--- src/rtl/dmem_arbiter_if.sv ---
`default_nettype none
// ============================================================================
//  Module      : dmem_arbiter_if
//  Description : Request/response bundle for one requester of dmem_arbiter.
//                The request channel (req_valid/req_ready) carries a byte
//                address, store data, a store flag and the RISC-V funct3.
//                The response channel (rsp_valid/rsp_ready) returns the
//                extended load data and an error flag.
//  Ports       : master - requester side (drives request, consumes response)
//                slave  - arbiter side  (accepts request, drives response)
//  Revision    : 1.0 - initial release
// ============================================================================
interface dmem_arbiter_if #(
  parameter int DATA_WIDTH = 64
) ();

  logic                  req_valid;
  logic                  req_ready;
  logic [DATA_WIDTH-1:0] addr;
  logic [DATA_WIDTH-1:0] wdata;
  logic                  we;
  logic [2:0]            funct3;
  logic                  rsp_valid;
  logic                  rsp_ready;
  logic [DATA_WIDTH-1:0] rdata;
  logic                  rsp_err;

  modport master (
    output req_valid, addr, wdata, we, funct3, rsp_ready,
    input  req_ready, rsp_valid, rdata, rsp_err
  );

  modport slave (
    input  req_valid, addr, wdata, we, funct3, rsp_ready,
    output req_ready, rsp_valid, rdata, rsp_err
  );

endinterface
`default_nettype wire

--- src/rtl/dmem_arbiter.sv ---
`default_nettype none
// ============================================================================
//  Module      : dmem_arbiter
//  Description : Two-requester arbiter/sequencer in front of the single-port
//                data memory. Port 0 is the core LSU, port 1 the debug/loader
//                port. One transaction is in flight at a time and walks
//                IDLE -> ACCESS -> RESP -> IDLE. Misaligned, out-of-range and
//                illegal-funct3 accesses are answered with an error and never
//                reach the memory write enable.
//  Ports       : clk          - clock
//                rst_n        - asynchronous active-low reset
//                p0_if, p1_if - requester bundles (slave side)
//                mem_addr_o   - byte address to data memory
//                mem_wdata_o  - store data to data memory
//                mem_we_o     - one-cycle write enable to data memory
//                mem_funct3_o - access size/extension to data memory
//                mem_rdata_i  - combinational read data from data memory
//  Revision    : 1.0 - initial release
// ============================================================================
module dmem_arbiter #(
  parameter int DATA_WIDTH    = 64,
  parameter int MEM_ADDR_BITS = 10,
  parameter int MAX_WAIT      = 8
) (
  input  logic                  clk,
  input  logic                  rst_n,
  dmem_arbiter_if.slave         p0_if,
  dmem_arbiter_if.slave         p1_if,
  output logic [DATA_WIDTH-1:0] mem_addr_o,
  output logic [DATA_WIDTH-1:0] mem_wdata_o,
  output logic                  mem_we_o,
  output logic [2:0]            mem_funct3_o,
  input  logic [DATA_WIDTH-1:0] mem_rdata_i
);

  localparam int               WAIT_W     = $clog2(MAX_WAIT + 1);
  localparam logic [WAIT_W-1:0] c_max_wait = WAIT_W'(MAX_WAIT);

  typedef enum logic [1:0] {
    ST_IDLE   = 2'd0,
    ST_ACCESS = 2'd1,
    ST_RESP   = 2'd2
  } state_e;

  state_e                state_q,      state_d;
  logic [WAIT_W-1:0]     wait_cnt_q,   wait_cnt_d;
  logic [DATA_WIDTH-1:0] hold_addr_q,  hold_addr_d;
  logic [DATA_WIDTH-1:0] hold_wdata_q, hold_wdata_d;
  logic                  hold_we_q,    hold_we_d;
  logic [2:0]            hold_f3_q,    hold_f3_d;
  logic                  hold_port_q,  hold_port_d;
  logic                  hold_err_q,   hold_err_d;
  logic [DATA_WIDTH-1:0] rdata_q,      rdata_d;

  logic                  w_idle;
  logic                  w_p1_win;
  logic                  w_p0_win;
  logic                  w_accept;
  logic                  w_accept_p1;
  logic [DATA_WIDTH-1:0] w_sel_addr;
  logic [DATA_WIDTH-1:0] w_sel_wdata;
  logic                  w_sel_we;
  logic [2:0]            w_sel_f3;
  logic                  w_sel_err;
  logic                  w_p0_rsp;
  logic                  w_p1_rsp;
  logic                  w_rsp_done;

  // Rejects an access that must not touch memory: misaligned for its size,
  // beyond the backing memory, or an encoding with no defined meaning.
  function automatic logic f_access_err(
    input logic [DATA_WIDTH-1:0] addr,
    input logic                  we,
    input logic [2:0]            f3
  );
    logic misaligned;
    logic out_of_range;
    logic bad_f3;
    misaligned = 1'b0;
    case (f3[1:0])
      2'b01:   misaligned = addr[0];
      2'b10:   misaligned = |addr[1:0];
      2'b11:   misaligned = |addr[2:0];
      default: misaligned = 1'b0;
    endcase
    out_of_range = |addr[DATA_WIDTH-1:MEM_ADDR_BITS];
    bad_f3       = we ? f3[2] : (f3 == 3'b111);
    return misaligned | out_of_range | bad_f3;
  endfunction

  // Port 0 normally wins; port 1 takes over when port 0 is idle or once
  // port 1 has been kept waiting for MAX_WAIT cycles.
  assign w_idle      = (state_q == ST_IDLE);
  assign w_p1_win    = p1_if.req_valid & (~p0_if.req_valid | (wait_cnt_q == c_max_wait));
  assign w_p0_win    = p0_if.req_valid & ~w_p1_win;
  assign w_accept    = w_idle & (w_p0_win | w_p1_win);
  assign w_accept_p1 = w_idle & w_p1_win;

  assign p0_if.req_ready = w_idle & w_p0_win;
  assign p1_if.req_ready = w_idle & w_p1_win;

  assign w_sel_addr  = w_p1_win ? p1_if.addr   : p0_if.addr;
  assign w_sel_wdata = w_p1_win ? p1_if.wdata  : p0_if.wdata;
  assign w_sel_we    = w_p1_win ? p1_if.we     : p0_if.we;
  assign w_sel_f3    = w_p1_win ? p1_if.funct3 : p0_if.funct3;
  assign w_sel_err   = f_access_err(w_sel_addr, w_sel_we, w_sel_f3);

  // Response is presented only to the port that owns the transaction;
  // the other port sees zeros so no data leaks across requesters.
  assign w_p0_rsp   = (state_q == ST_RESP) & ~hold_port_q;
  assign w_p1_rsp   = (state_q == ST_RESP) &  hold_port_q;
  assign w_rsp_done = (w_p0_rsp & p0_if.rsp_ready) | (w_p1_rsp & p1_if.rsp_ready);

  assign p0_if.rsp_valid = w_p0_rsp;
  assign p1_if.rsp_valid = w_p1_rsp;
  assign p0_if.rdata     = w_p0_rsp ? rdata_q : '0;
  assign p1_if.rdata     = w_p1_rsp ? rdata_q : '0;
  assign p0_if.rsp_err   = w_p0_rsp & hold_err_q;
  assign p1_if.rsp_err   = w_p1_rsp & hold_err_q;

  // The hold registers only change at accept, so the memory bus keeps its
  // last values outside ACCESS; the write strobe is confined to ACCESS and
  // follows the state register, which makes it drop with an async reset.
  assign mem_addr_o   = hold_addr_q;
  assign mem_wdata_o  = hold_wdata_q;
  assign mem_funct3_o = hold_f3_q;
  assign mem_we_o     = hold_we_q & ~hold_err_q & (state_q == ST_ACCESS);

  // Starvation counter for port 1: runs in every state while port 1 waits.
  always_comb begin
    wait_cnt_d = wait_cnt_q;
    if (!p1_if.req_valid || w_accept_p1) begin
      wait_cnt_d = '0;
    end else if (wait_cnt_q != c_max_wait) begin
      wait_cnt_d = wait_cnt_q + WAIT_W'(1);
    end
  end

  always_comb begin
    state_d      = state_q;
    hold_addr_d  = hold_addr_q;
    hold_wdata_d = hold_wdata_q;
    hold_we_d    = hold_we_q;
    hold_f3_d    = hold_f3_q;
    hold_port_d  = hold_port_q;
    hold_err_d   = hold_err_q;
    rdata_d      = rdata_q;
    case (state_q)
      ST_IDLE: begin
        if (w_accept) begin
          hold_addr_d  = w_sel_addr;
          hold_wdata_d = w_sel_wdata;
          hold_we_d    = w_sel_we;
          hold_f3_d    = w_sel_f3;
          hold_port_d  = w_p1_win;
          hold_err_d   = w_sel_err;
          state_d      = ST_ACCESS;
        end
      end
      ST_ACCESS: begin
        rdata_d = (hold_we_q | hold_err_q) ? '0 : mem_rdata_i;
        state_d = ST_RESP;
      end
      ST_RESP: begin
        if (w_rsp_done) begin
          state_d = ST_IDLE;
        end
      end
      default: state_d = ST_IDLE;
    endcase
  end

  always_ff @(posedge clk or negedge rst_n) begin
    if (!rst_n) begin
      state_q      <= ST_IDLE;
      wait_cnt_q   <= '0;
      hold_addr_q  <= '0;
      hold_wdata_q <= '0;
      hold_we_q    <= 1'b0;
      hold_f3_q    <= 3'b000;
      hold_port_q  <= 1'b0;
      hold_err_q   <= 1'b0;
      rdata_q      <= '0;
    end else begin
      state_q      <= state_d;
      wait_cnt_q   <= wait_cnt_d;
      hold_addr_q  <= hold_addr_d;
      hold_wdata_q <= hold_wdata_d;
      hold_we_q    <= hold_we_d;
      hold_f3_q    <= hold_f3_d;
      hold_port_q  <= hold_port_d;
      hold_err_q   <= hold_err_d;
      rdata_q      <= rdata_d;
    end
  end

endmodule
`default_nettype wire
--- src/flat_wrapper.sv ---
// flat-port wrapper written by rule: the top's interface ports become plain ports
module dmem_arbiter_flat 
#(
  parameter int DATA_WIDTH    = 64,
  parameter int MEM_ADDR_BITS = 10,
  parameter int MAX_WAIT      = 8
)
  (clk, rst_n, mem_addr_o, mem_wdata_o, mem_we_o, mem_funct3_o, mem_rdata_i, p0_if_req_valid, p0_if_addr, p0_if_wdata, p0_if_we, p0_if_funct3, p0_if_rsp_ready, p0_if_req_ready, p0_if_rsp_valid, p0_if_rdata, p0_if_rsp_err, p1_if_req_valid, p1_if_addr, p1_if_wdata, p1_if_we, p1_if_funct3, p1_if_rsp_ready, p1_if_req_ready, p1_if_rsp_valid, p1_if_rdata, p1_if_rsp_err);
  dmem_arbiter_if #(.DATA_WIDTH(DATA_WIDTH)) p0_if_i ();
  dmem_arbiter_if #(.DATA_WIDTH(DATA_WIDTH)) p1_if_i ();
  input  logic clk;
  input  logic rst_n;
  output logic [DATA_WIDTH-1:0] mem_addr_o;
  output logic [DATA_WIDTH-1:0] mem_wdata_o;
  output logic mem_we_o;
  output logic [2:0] mem_funct3_o;
  input  logic [DATA_WIDTH-1:0] mem_rdata_i;
  input wire logic [$bits(p0_if_i.req_valid)-1:0] p0_if_req_valid;
  input wire logic [$bits(p0_if_i.addr)-1:0] p0_if_addr;
  input wire logic [$bits(p0_if_i.wdata)-1:0] p0_if_wdata;
  input wire logic [$bits(p0_if_i.we)-1:0] p0_if_we;
  input wire logic [$bits(p0_if_i.funct3)-1:0] p0_if_funct3;
  input wire logic [$bits(p0_if_i.rsp_ready)-1:0] p0_if_rsp_ready;
  output wire logic [$bits(p0_if_i.req_ready)-1:0] p0_if_req_ready;
  output wire logic [$bits(p0_if_i.rsp_valid)-1:0] p0_if_rsp_valid;
  output wire logic [$bits(p0_if_i.rdata)-1:0] p0_if_rdata;
  output wire logic [$bits(p0_if_i.rsp_err)-1:0] p0_if_rsp_err;
  input wire logic [$bits(p1_if_i.req_valid)-1:0] p1_if_req_valid;
  input wire logic [$bits(p1_if_i.addr)-1:0] p1_if_addr;
  input wire logic [$bits(p1_if_i.wdata)-1:0] p1_if_wdata;
  input wire logic [$bits(p1_if_i.we)-1:0] p1_if_we;
  input wire logic [$bits(p1_if_i.funct3)-1:0] p1_if_funct3;
  input wire logic [$bits(p1_if_i.rsp_ready)-1:0] p1_if_rsp_ready;
  output wire logic [$bits(p1_if_i.req_ready)-1:0] p1_if_req_ready;
  output wire logic [$bits(p1_if_i.rsp_valid)-1:0] p1_if_rsp_valid;
  output wire logic [$bits(p1_if_i.rdata)-1:0] p1_if_rdata;
  output wire logic [$bits(p1_if_i.rsp_err)-1:0] p1_if_rsp_err;
  assign p0_if_i.req_valid = p0_if_req_valid;
  assign p0_if_i.addr = p0_if_addr;
  assign p0_if_i.wdata = p0_if_wdata;
  assign p0_if_i.we = p0_if_we;
  assign p0_if_i.funct3 = p0_if_funct3;
  assign p0_if_i.rsp_ready = p0_if_rsp_ready;
  assign p0_if_req_ready = p0_if_i.req_ready;
  assign p0_if_rsp_valid = p0_if_i.rsp_valid;
  assign p0_if_rdata = p0_if_i.rdata;
  assign p0_if_rsp_err = p0_if_i.rsp_err;
  assign p1_if_i.req_valid = p1_if_req_valid;
  assign p1_if_i.addr = p1_if_addr;
  assign p1_if_i.wdata = p1_if_wdata;
  assign p1_if_i.we = p1_if_we;
  assign p1_if_i.funct3 = p1_if_funct3;
  assign p1_if_i.rsp_ready = p1_if_rsp_ready;
  assign p1_if_req_ready = p1_if_i.req_ready;
  assign p1_if_rsp_valid = p1_if_i.rsp_valid;
  assign p1_if_rdata = p1_if_i.rdata;
  assign p1_if_rsp_err = p1_if_i.rsp_err;
  dmem_arbiter #(.DATA_WIDTH(DATA_WIDTH), .MEM_ADDR_BITS(MEM_ADDR_BITS), .MAX_WAIT(MAX_WAIT)) u_core (.clk(clk), .rst_n(rst_n), .p0_if(p0_if_i), .p1_if(p1_if_i), .mem_addr_o(mem_addr_o), .mem_wdata_o(mem_wdata_o), .mem_we_o(mem_we_o), .mem_funct3_o(mem_funct3_o), .mem_rdata_i(mem_rdata_i));
endmodule
--- config.mk ---
export PLATFORM = sky130hd
export DESIGN_NAME = dmem_arbiter_flat
export DESIGN_NICKNAME = d
export VERILOG_FILES = /design/src/rtl/dmem_arbiter_if.sv /design/src/rtl/dmem_arbiter.sv /design/src/flat_wrapper.sv
export SDC_FILE = /design/constraint.sdc
export NUM_CORES = 1
export LEC_CHECK = 0
export BUFFER_PORTS_ARGS = -buffer_cell sky130_fd_sc_hd__buf_2
export CAP_MARGIN = 20
export CORE_AREA = 2 2 233 235
export DETAILED_ROUTE_END_ITERATION = 10
export DIE_AREA = 0 0 235 237
export GPL_TIMING_DRIVEN = 0
export PLACE_DENSITY = 0.51
export REMOVE_ABC_BUFFERS = 1
export SLEW_MARGIN = 25
export SYNTH_ARGS = -nofsm -noshare
export SYNTH_HDL_FRONTEND = slang
export SYNTH_SLANG_ARGS = --single-unit
--- constraint.sdc ---
create_clock -name clk -period 3.7 [get_ports clk]
set_input_delay 0.37 -clock clk [delete_from_list [all_inputs] [get_ports clk]]
set_output_delay 0.37 -clock clk [all_outputs]
set_load 0.005 [all_outputs]
# Yosys cells after proc, flatten, opt, wreduce, memory -nomap -nowiden
# Cells that the tools add are included.
dict set report op_classes {
  addsub 1
  n_eq_ne 10
  mux 14
  bitwise_logic 23
  reduce_logical 9
}
# cell n
set ops {}
lappend ops {{$mux W64} 5}
lappend ops {{$reduce_or A54 Y1} 1}
lappend ops {{$and A1 B1 Y1} 13}
lappend ops {{$mux W4} 2}
lappend ops {{$eq A2 B2 Y1 const B} 3}
lappend ops {{$or A1 B1 Y1} 6}
lappend ops {{$pmux W2 S3} 1}
lappend ops {{$add A4 B1 Y4 const B} 1}
lappend ops {{$eq A2 B1 Y1 const B} 2}
lappend ops {{$eq A4 B4 Y1 const B} 1}
lappend ops {{$mux W2} 2}
lappend ops {{$ne A4 B4 Y1 const B} 1}
lappend ops {{$not A1 Y1} 4}
lappend ops {{$reduce_and A2 Y1} 2}
lappend ops {{$eq A3 B3 Y1 const B} 1}
lappend ops {{$mux W3} 1}
lappend ops {{$pmux W1 S3} 1}
lappend ops {{$reduce_or A3 Y1} 1}
lappend ops {{$logic_not A2 Y1} 1}
lappend ops {{$mux W1} 2}
lappend ops {{$ne A2 B1 Y1 const B} 1}
lappend ops {{$ne A2 B2 Y1 const B} 1}
lappend ops {{$reduce_bool A2 Y1} 1}
lappend ops {{$reduce_or A2 Y1} 1}
lappend ops {{2 further kinds} 2}
dict set report word_totals {
  ff_bits 204
  out_inout_bits 266
}

# Longest topological paths before layout
dict set report logic_depth {
  ltp_word 9
  depth_mapped 9
  depth_no_buf 7
}

# Least setup slack after synthesis
# No wires, ideal clock.
dict set report synth_timing {
  path_type {reg2out}
  from {register u_core.wait_cnt_q[0]}
  to {output p0_if_req_ready}
  arrival_ns 1.474
  required_ns 3.330
  path_slack_ns 1.856
  stages_incl_launch_ff 9
  cell_sequence {dfrtp_1 inv_1 ha_1 nand3b_4 nand2_1 nand2_1 buf_4 buf_2 and3_1}
}
dict set report synth_via {
  elab_chain_cells 6
}
# element line_no
set synth_rtl {}
lappend synth_rtl {{start, declared} dmem_arbiter.sv:46} ;# logic [WAIT_W-1:0] wait_cnt_q, wait_cnt_d;
lappend synth_rtl {{start signal, assigned} dmem_arbiter.sv:186} ;# wait_cnt_q <= wait_cnt_d;
lappend synth_rtl {{$eq A4 B4 Y1} dmem_arbiter.sv:94} ;# assign w_p1_win = p1_if.req_valid & (~p0_if.req_valid | (wait_cnt_q == c_max_wait));
lappend synth_rtl {{$or A1 B1 Y1} dmem_arbiter.sv:94}
lappend synth_rtl {{$and A1 B1 Y1} dmem_arbiter.sv:94}
lappend synth_rtl {{$not A1 Y1} dmem_arbiter.sv:95} ;# assign w_p0_win = p0_if.req_valid & ~w_p1_win;
lappend synth_rtl {{$and A1 B1 Y1} dmem_arbiter.sv:95}
lappend synth_rtl {{$and A1 B1 Y1} dmem_arbiter.sv:99} ;# assign p0_if.req_ready = w_idle & w_p0_win;
lappend synth_rtl {{end, declared} flat_wrapper.sv:24} ;# output wire logic [$bits(p0_if_i.req_ready)-1:0] p0_if_req_ready;
# Every way passes these cells.

# Final worst setup path
dict set report layout_timing {
  from {register u_core.wait_cnt_q[0]}
  to {output p1_if_req_ready}
}
dict set report layout_via {
  elab_chain_cells 4
}
# element line_no
set layout_rtl {}
lappend layout_rtl {{$eq A4 B4 Y1} dmem_arbiter.sv:94}
lappend layout_rtl {{$or A1 B1 Y1} dmem_arbiter.sv:94}
lappend layout_rtl {{$and A1 B1 Y1} dmem_arbiter.sv:94}
lappend layout_rtl {{$and A1 B1 Y1} dmem_arbiter.sv:100} ;# assign p1_if.req_ready = w_idle & w_p1_win;
lappend layout_rtl {{end, declared} flat_wrapper.sv:34} ;# output wire logic [$bits(p1_if_i.req_ready)-1:0] p1_if_req_ready;
# Every way passes these cells.

==> metrics.md <==
| Metric | Value |
|---|---|
| Synth warn | `0` |
| Placer Congestion | `0.902` |
| First-pass GRT wire length | `63500 um` |
| Synth area leader | `dfrtp_1` |
| Kind of critical path | `register to output port` |
| TritonCTS clock tree | `built` |
| GRT overflow | `0` |
| Final setup viols | `0` |
| H-tree levels | `1` |
| Commonest cells in the netlist | `nand2_1, dfrtp_1, nor2_1` |
| Worst EP arrival | `2.47 ns` |
| Routed WL | `42400 um` |
| Critical path's most frequent cell | `inv_1` |
| Flops & latches, synth | `204` |
| Antenna fix cells | `0` |
| Clk_lat worst skew | `0.55 ns` |
| WHS | `0.0478 ns` |
| Io pins | `600` |
| Fmax | `352 MHz` |
| HP Start | `mem_rdata_i[36]` |
| Critical path startpoint category | `register` |
| Core ar. | `53300 um^2` |
| CP max FO | `16` |
| Ys flop type | `dfrtp_1` |
| Relative slew slack | `0.481` |
| Setup_tns | `0 ns` |
| Area Growth Syn to Fin | `51.9%` |
| Share of cells above drive strength 1 | `0.393` |
| Final ANT Viol Nets | `0` |
| Critical path origin | `u_core.wait_cnt_q[0]` |
| Initial Utilization | `0.183` |
| Seq/Total Area, Yosys | `0.523` |
| CTS Buf Count | `26` |
| Clk sink count | `204` |
| Via-per-instance ratio | `4.34` |
| Fin. max-slew vios | `0` |
| Hold/Removal Path Class | `input port to register` |
| Run status | `complete, no violations` |
| Die area | `55700 um^2` |
| Period Utilization, post-route | `0.767` |
| Post-CTS setup buffer count | `0` |
| P_leak | `7.50 nW` |
| Share of the synthesized area in the top cell type | `0.523` |
| Cell Pwr Density | `613 nW/um^2` |
| DRC Markers | `0` |
| Max incr delay on CP | `0.55 ns` |
| First-pass DRT Iterations | `5` |
| Reg2Reg Launch Point | `u_core.wait_cnt_q[0]` |
| Syn Area/Cell | `8.91 um^2` |
| Initial antenna violation count | `3` |
| Post-Syn Area | `9760 um^2` |
| Post-layout util | `0.278` |
| Crit. End Element | `output port` |
| Min cycle time layout | `2.84 ns` |
| Critical-path top delay cell | `a21boi_4` |
| Max Root-Sink Buffers | `3` |
| Drt wl/cell | `17.6 um` |
| Tot GR Track Use | `0.145` |
| Final Hold Fails | `0` |
| Number of enable flip-flop cells after synthesis | `0` |
| Overall die height | `237 um` |
| Vias in the first global route | `10400` |
| Max VDD drop | `353 uV` |
| # nets final | `2023` |
| Post-synth cell types | `33` |
| Via count | `10400` |
| Detailed placer's ending HPWL | `32600 um` |
| Worst-margin pin slew | `0.773 ns` |
| Cells after synthesis | `1096` |
| Initial DRC Count | `447` |
| Largest net degree at the start of global routing | `140` |
| Die W | `235 um` |
| Area contributors post-synth | `dfrtp_1, nand2_1, a31oi_1` |
| Clk slew on worst S/H paths | `0.06 ns` |
| Cell with the most instances after synthesis | `nand2_1` |
| Async set or reset register ratio after synthesis | `1.00` |
| RSZ-0062 raised after global routing | `no` |
| Max Cap Viol | `0` |
| Root Driver | `clkbuf_16` |
| PortBufs | `599` |
| FP Rows | `85` |
| Clock skew | `0.0108 ns` |
| Worst Path Required | `3.33 ns` |
| Worst path cell trace | `inv_1 > ha_1 > nand3b_4 > a21boi_4 > buf_16 > nand2_1 > inv_1 > buf_2` |
## flip-flops by register name, indices dropped and copies added, names as in the netlist
name and flops:
u_core.hold_we_q 1, u_core.mem_addr_o 64, u_core.wait_cnt_q 4, u_core.hold_port_q 1
u_core.state_q 2, u_core.hold_err_q 1, u_core.mem_wdata_o 64, u_core.mem_funct3_o 3
u_core.rdata_q 64
## cell usage in the layout (no fill, tap or decap), drive strengths merged, types with 2 or more instances in the layout
cell	count
dlygate4sd3	31
and2	130
a22o	64
nand4	7
nor2	142
buf	617
nand2	272
ha	2
clkbuf	39
nor4	27
o21a	2
o21ai	5
a31oi	133
inv	5
a211oi	2
mux2	2
clkinv	7
nand2b	2
dfrtp	204
## final timing paths
check | endpoint | slack (ns) | cells past startpoint
min in group asynchronous | u_core.mem_addr_o[43] | 0.31 | 2
hold reg to reg | u_core.rdata_q[52] | 0.52 | 1
setup / recovery | p1_if_req_ready | 0.86 | 8
max in group asynchronous | u_core.rdata_q[30] | 2.61 | 3
hold / removal | u_core.rdata_q[36] | 0.05 | 2
setup reg to reg | u_core.mem_wdata_o[62] | 1.15 | 10
## layer usage
metal / part of all wire / global-route usage
met5: 0.00031 / 0
met4: 0.039 / 0.0522
met3: 0.076 / 0.0370
met2: 0.48 / 0.244
met1: 0.41 / 0.180
## cell type report
cell class,count,area (um^2)
Fill cell,5751,38500
Sequential cell,204,5100
Multi-Input combinational cell,802,4240
Timing Repair Buffer,648,3740
Tap cell,696,871
Clock buffer,39,801
Clock inverter,8,46.3
Inverter,5,26.3
## cells by family after synthesis
| kind of cell | after synthesis | share of synthesized area |
|---|---|---|
| AND/OR/NAND/NOR | 586 | 0.271 |
| AO/OA/AOI/OAI | 210 | 0.151 |
| flip-flops | 204 | 0.523 |
| buffers and inverters | 90 | 0.0476 |
| XOR/XNOR | 2 | 0.00179 |
| multiplexers | 2 | 0.00231 |
| adder cells (fa/ha/maj) | 2 | 0.00256 |
## metrics by stage
stage | setup slack [ns] | area [um^2] | cells | total power [mW]
finish | 0.861 | 14800 | 2402 | 9.09
global route | 0.683 | 14800 | 2402 | 9.75
CTS | 0.785 | 14800 | 2402 | 9.26
detailed placement | 1.15 | 13700 | 2324 | 6.64
global placement | -7.34 | 13200 | 2306 | 6.53
floorplan | -2.56 | 9320 | 1011 | 4.89
## repair_timing
action                     in CTS  in global routing
setup endpoints to repair       0                  0
hold buffers                   31                  0
gates resized for setup         0                  0
hold endpoints to repair       72                  0
## power breakdown
group / leakage (nW) / switching, mW / internal [mW] / total [mW]
Sequential: 2.47 / 0.437 / 2.99 / 3.43
Clock: 0.423 / 1.02 / 1.48 / 2.51
Combinational: 4.61 / 1.85 / 1.32 / 3.16
Total: 7.50 / 3.30 / 5.79 / 9.09
## worst max-delay path, delay by kind of cell (launching register included)
family | cells | cell delay, ns
AO/OA/AOI/OAI | 1 | 0.55
AND/OR/NAND/NOR | 2 | 0.25
buffers and inverters | 4 | 0.48
flip-flops | 1 | 0.42
adder cells (fa/ha/maj) | 1 | 0.21
(Power assumes the default switching activity.)
